==> config.mk <==
export PLATFORM = sky130hd
export DESIGN_NAME = duty_cycle_monitor
export DESIGN_NICKNAME = d
export VERILOG_FILES = /design/src/rtl/duty_cycle_monitor.sv
export SDC_FILE = /design/constraint.sdc
export NUM_CORES = 1
export LEC_CHECK = 0
export CAP_MARGIN = 5
export CORE_ASPECT_RATIO = 2
export CORE_MARGIN = 2
export CORE_UTILIZATION = 47
export DETAILED_ROUTE_END_ITERATION = 12
export MAX_ROUTING_LAYER = met4
export PLACE_DENSITY = 0.74
export RECOVER_POWER = 50
export SLEW_MARGIN = 15
export SYNTH_ARGS = -nofsm -noshare
export SYNTH_HDL_FRONTEND = slang
export SYNTH_SLANG_ARGS = --single-unit
==> constraint.sdc <==
create_clock -name clockin -period 1.3 [get_ports clockin]
set_input_delay 0.26 -clock clockin [delete_from_list [all_inputs] [get_ports clockin]]
set_output_delay 0.26 -clock clockin [all_outputs]
set_load 0.05 [all_outputs]
==> src/rtl/duty_cycle_monitor.sv <==
// Measures period and high time of a sampled divided clock in clockin cycles.
// Define DUTY_MON_SYNC_EN to add a two-flop synchronizer when sig_in is asynchronous.
module duty_cycle_monitor #(
  parameter int CNT_W = 8
) (
  input  logic             clockin,
  input  logic             reset,
  input  logic             en,
  input  logic             sig_in,
  output logic [CNT_W-1:0] high_cnt,
  output logic [CNT_W-1:0] period_cnt,
  output logic             meas_valid,
  output logic             duty_half,
  output logic             ovf
);

  localparam logic [CNT_W-1:0] CNT_MAX = '1;
  localparam logic [CNT_W-1:0] CNT_ONE = CNT_W'(1);

  typedef enum logic {ARM, MEAS} state_t;

  state_t           r_state, w_state_next;
  logic             r_s, r_s_prev;
  logic             w_s_in, w_rise;
  logic [CNT_W-1:0] r_period_acc, w_period_acc_next;
  logic [CNT_W-1:0] r_high_acc, w_high_acc_next;
  logic [CNT_W-1:0] r_period_cnt, w_period_cnt_next;
  logic [CNT_W-1:0] r_high_cnt, w_high_cnt_next;
  logic             r_meas_valid, w_meas_valid_next;
  logic             r_duty_half, w_duty_half_next;
  logic             r_ovf, w_ovf_next;

`ifdef DUTY_MON_SYNC_EN
  logic r_sync1, r_sync2;

  always_ff @(posedge clockin) begin
    if (reset) begin
      r_sync1 <= 1'b0;
      r_sync2 <= 1'b0;
    end else begin
      r_sync1 <= sig_in;
      r_sync2 <= r_sync1;
    end
  end

  assign w_s_in = r_sync2;
`else
  assign w_s_in = sig_in;
`endif

  assign w_rise = r_s & ~r_s_prev;

  always_comb begin
    w_state_next      = r_state;
    w_period_acc_next = r_period_acc;
    w_high_acc_next   = r_high_acc;
    w_period_cnt_next = r_period_cnt;
    w_high_cnt_next   = r_high_cnt;
    w_meas_valid_next = 1'b0;
    w_duty_half_next  = r_duty_half;
    w_ovf_next        = r_ovf;
    if (!en) begin
      w_state_next      = ARM;
      w_period_acc_next = '0;
      w_high_acc_next   = '0;
    end else begin
      case (r_state)
        ARM: begin
          w_period_acc_next = '0;
          w_high_acc_next   = '0;
          if (w_rise) begin
            w_state_next      = MEAS;
            w_period_acc_next = CNT_ONE;
            w_high_acc_next   = CNT_ONE;
          end
        end
        MEAS: begin
          // A rise on the max-count cycle still publishes; overflow only without it.
          if (w_rise) begin
            w_period_cnt_next = r_period_acc;
            w_high_cnt_next   = r_high_acc;
            w_duty_half_next  = ({r_high_acc, 1'b0} == {1'b0, r_period_acc});
            w_meas_valid_next = 1'b1;
            w_period_acc_next = CNT_ONE;
            w_high_acc_next   = CNT_ONE;
          end else if (r_period_acc == CNT_MAX) begin
            w_ovf_next        = 1'b1;
            w_state_next      = ARM;
            w_period_acc_next = '0;
            w_high_acc_next   = '0;
          end else begin
            w_period_acc_next = r_period_acc + CNT_ONE;
            w_high_acc_next   = r_high_acc + {{(CNT_W-1){1'b0}}, r_s};
          end
        end
        default: w_state_next = ARM;
      endcase
    end
  end

  always_ff @(posedge clockin) begin
    if (reset) begin
      r_state      <= ARM;
      r_s          <= 1'b0;
      r_s_prev     <= 1'b0;
      r_period_acc <= '0;
      r_high_acc   <= '0;
      r_period_cnt <= '0;
      r_high_cnt   <= '0;
      r_meas_valid <= 1'b0;
      r_duty_half  <= 1'b0;
      r_ovf        <= 1'b0;
    end else begin
      r_state      <= w_state_next;
      r_s          <= w_s_in;
      r_s_prev     <= r_s;
      r_period_acc <= w_period_acc_next;
      r_high_acc   <= w_high_acc_next;
      r_period_cnt <= w_period_cnt_next;
      r_high_cnt   <= w_high_cnt_next;
      r_meas_valid <= w_meas_valid_next;
      r_duty_half  <= w_duty_half_next;
      r_ovf        <= w_ovf_next;
    end
  end

  assign high_cnt   = r_high_cnt;
  assign period_cnt = r_period_cnt;
  assign meas_valid = r_meas_valid;
  assign duty_half  = r_duty_half;
  assign ovf        = r_ovf;

endmodule

Word level (Yosys, flattened, before mapping)
Cells that the tools add are included.

Register bits: 38. Bits in writable memories: 0. Memory bits (read-only): 0. Memories kept: 0. Output and inout bits: 19. Logic and storage cells: 34. Latch bits: 0.

Shifts and indexed selects: 0. Multiply operators: 0. Eq/ne operators: 2. Bitwise operators: 5. Reduce and logical (&&, ||, !) cells: 4. Add/subtract/negate cells: 2. Divide/modulo/power cells: 0. Muxes and demuxes: 11. Magnitude comparators: 0.

Operators with widths (count): $mux 8 (4); $pmux 8 s2 (2); $eq 9x8->1 (1); $add 8x1->8 (1); $add 8x1->8 const B (1); $eq 8x8->1 const B (1); $mux 1 (4); $not 1->1 (4); $reduce_and 4->1 (1); $reduce_and 3->1 (1); $reduce_or 3->1 (1); $pmux 1 s2 (1); $reduce_or 2->1 (1); $and 1x1->1 (1).

Depth between registers and ports, before layout
Depth after elaboration: 4. Gate-level depth with buffers: 5. Depth with buffers taken out: 5.

Worst setup path before layout
OpenSTA, ideal clock, no wires.

Kind: register to register. From: register r_s. To: register r_high_acc[6]. Data arrival time: 1.337 ns. Stages on the path, launching flop included: 6. Buffers on the path: 0. Period minus slack after synthesis: 1.423 ns. Path slack: -0.123 ns. Data required time: 1.214 ns. Setup time: 0.086 ns. Cells stage by stage: dfxtp_1 ha_1 ha_1 inv_1 or3_1 a211oi_1.

Longest elaborated chain between the ends: 4. Elaborated cells on any way between the ends: 5. Classes of those cells: 1 x add/sub; 3 x mux; 1 x bitwise.

RTL lines: from (decl) (line 23) `logic r_s, r_s_prev;`; from (signal assigned) (line 115) `r_s <= w_s_in;`; $add 8x1->8 (line 93) `w_high_acc_next = r_high_acc + {{(CNT_W-1){1'b0}}, r_s};`; $mux 8 (line 86) `end else if (r_period_acc == CNT_MAX) begin`; $mux 8 * (line 79) `if (w_rise) begin`; $pmux 8 s2 * (line 67) `case (r_state)`; to (signal assigned) (line 118) `r_high_acc <= w_high_acc_next;`; to (decl) (line 26) `logic [CNT_W-1:0] r_high_acc, w_high_acc_next;`.

Mark *: on every way between the ends. The rest lies on a longest branch, timed or not. A chain may end at the register's enable or synchronous reset.

Final worst setup path
From: register r_high_acc[4]. To: register r_duty_half, in the netlist duty_half.

Longest elaborated chain between the ends: 1.

RTL lines: $eq 9x8->1 (line 82) `w_duty_half_next = ({r_high_acc, 1'b0} == {1'b0, r_period_acc});`; to (signal assigned) (line 122) `r_duty_half <= w_duty_half_next;`; to (decl) (line 30) `logic r_duty_half, w_duty_half_next;`.

Every way passes these cells.

==> results.yml <==
floorplanning:
  io_pins: 23
  fp.dieArea_um2: 3800
  die_x_um: 44.6
  core_area_um2: 3160
  initial_core_util_pct: 49.1
  fp.dieH_um: 85.2
  rows: 29
place:
  place.gp.congestion: 0.832
  dp_hpwl_mm: 2.92
  post_dp_cell_area_um2: 2200
  place.port_buffers: 22
  pre_cts_ws_ns: -0.291
cts:
  clk_latency_ns: 0.30
  clock_sinks: 38
  root_buffer: "clkbuf_8"
  cts_max_level: 2
  path_clk_slew_ns: 0.07
  cts_tree: "built"
  cts_made_buffers: 5
  clk_path_buf_depth: 2
route:
  ant_nets: 0
  viasPerCell: 5.69
  drtIter0Drc: 36
  via_count: 1463
  routed_wl_mm: 4.25
  firstDrtPassIters: 4
  drc: 0
  wl_per_cell_um: 16.5
worst_hold_path:
  min_to: "r_s"
  hold_path.class: "primary input to register"
  hold_depth: 3
  worstHoldStart: "reset"
synthesis:
  synth_area_leaders: "dfxtp_1, nand2_1, xor2_1"
  synth_top_area_cell: "dfxtp_1"
  synth_top_area_share_pct: 49.1
  ys_types: 33
  synthesis.nets: 182
  syn_area_per_cell_um2: 8.86
  synth_commonest_cells: "dfxtp_1, nand2_1, a21oi_1"
  post-synth-top-count-cell: "dfxtp_1"
  synth_edf_count: 0
  ys_seq_area_share_pct: 49.1
  async_flop_share_pct: 0
  netlist_area_um2: 1550
  synthFlopType: "dfxtp_1"
  synth_seq_cells: 38
  syn_inst: 175
  yosysWarnings: 0
final_layout:
  final_area_um2: 2390
  area_delta_synth_final_pct: 54.5
  drive_above_1_share_pct: 36.7
  nFillCells: 199
  num-nets-final: 232
  antenna_cells: 0
worst_setup_path:
  r2r-end: "duty_half"
  worstPathMaxFanout: 3
  rrSetupSlack_ns: -0.08
  worst_ep_required_time_ns: 1.55
  critPathCaptureType: "register"
  worstReg2RegStart: "r_high_acc[4]"
  cp-start-kind: "register"
  crit_type: "register to register"
  cp_data_arrival_time_ns: 1.63
  r2r_cells: 4
power:
  power_frac_seq_pct: 56.2
  p_per_area_nw_per_um2: 873
  switchingPower_mw: 0.461
  pwr-share-clk_pct: 40.6
  p_leak_nw: 0.930
  internal_power_mw: 1.63
  switching_share_pct: 22.1
  comb_power_share_pct: 3.2
  ir_worst_vdd_mv: 1.01
sta:
  setup_viol: 3
  fin_worst_skew_ns: 0.00992
  whs_ns: 0.304
  hold_violations: 0
  fmax_mhz: 723
  worst_slew_pin_slew_ns: 0.454
  layout_min_cycle_time_ns: 1.38
  slew_headroom_pct: 69.4
  tns_ns: -0.116
  drv_slew: 0
  period_share_pct: 106
  rsz0062_at_grt: "yes"
  fin_ws_ns: -0.0824
global_routing:
  grt_start_max_net_pins: 19
  antenna_found_initial: 0
  grt_overflow: 0
  gr-usage-all-layers_pct: 24.7
  grt_pass1_vias: 1505
  grt_pass1_wl_mm: 6.68
job:
  cap_viol_max_count: 0
outcome:
  violations: "negative setup slack"
  status: "finished, violations left"
==> layer usage <==
metal | up-vias | global-route usage (%) | wire length (µm)
met5 | - | - | 0
met4 | 0 | 15.7 | 201
met3 | 21 | 5.96 | 176
met2 | 45 | 43.0 | 2380
met1 | 700 | 22.2 | 1490
li1 | 697 | - | -
==> layout by cell type (no fill, tap or decap), types with 5 or more instances in the layout <==
cell and instances:
dfxtp_2 5, clkbuf_8 6, nand3_1 6, xor2_1 11
dfxtp_1 31, buf_4 29, nor3_1 5, buf_12 19
o21ai_0 5, nand2_1 36, a21oi_1 19
==> flip-flops by register name, indices dropped and copies added (netlist names) <==
signal	cells
high_cnt	8
period_cnt	8
r_high_acc	8
r_period_acc	8
duty_half	1
meas_valid	1
ovf	1
r_s	1
r_s_prev	1
r_state	1
==> cell type report <==
cell class	instances	area [µm²]	share of cell area (%)
well taps	31	38.8	1.62
clock inverters	1	5.00	0.209
flip-flops and latches	38	774	32.3
clock buffers	7	86.3	3.61
repair buffers	53	653	27.3
inverters	2	7.51	0.313
multi-input cells	125	830	34.6
==> critical path, cell delays in order, from the launching register on <==
cell and delay, ns:
dfxtp_2 0.35, buf_4 0.15, xor2_1 0.15, nor4_1 0.44, a41o_1 0.24
==> logic make-up (layout without fill, tap and decap cells) <==
logic type | after synthesis | count (layout) | synth area share, %
buffers and inverters | 12 | 63 | 3.47
AND/OR/NAND/NOR | 74 | 74 | 24.4
AO/OA/AOI/OAI | 35 | 35 | 13.3
flip-flops | 38 | 38 | 49.1
adder cells (fa/ha/maj) | 3 | 3 | 2.42
XOR/XNOR | 13 | 13 | 7.34
==> through the flow <==
stage | instances | total power, mW | util, %
floorplan | 175 | 1.23 | -
global placement | 246 | 1.26 | 69.6
detailed placement | 246 | 1.27 | 69.6
CTS | 255 | 2.09 | 73.4
global route | 257 | 2.14 | 75.9
finish | 257 | 2.09 | 75.9
==> timing repair <==
item | in CTS | in global routing
setup endpoints to repair | 3 | 15
pin swaps | 2 | 6
buffers inserted | 1 | 1
gates resized for setup | 4 | 22
cloned | 0 | 1
hold buffers | 0 | 0
==> power by group through the flow <==
stage	clock network, mW	registers (mW)	logic [mW]
finish	0.849	1.18	0.0667
global route	0.894	1.18	0.0731
CTS	0.851	1.18	0.0639
detailed placement	0	1.20	0.0618
global placement	0	1.20	0.0592
floorplan	0	1.20	0.0247
==> worst max path at each step <==
| stage | from | cells after the start | to |
|---|---|---|---|
| 2_1_floorplan | r_high_acc[0] | 5 | r_high_acc[6] |
| 3_3_place_gp | reset | 5 | r_high_acc[7] |
| 3_5_place_dp | reset | 5 | r_high_acc[5] |
| 4_1_cts | r_s | 5 | r_high_acc[6] |
| 5_1_grt | r_period_acc[5] | 4 | duty_half |
| 6_report | r_high_acc[4] | 4 | duty_half |
Power figures use the tool's default switching activity.
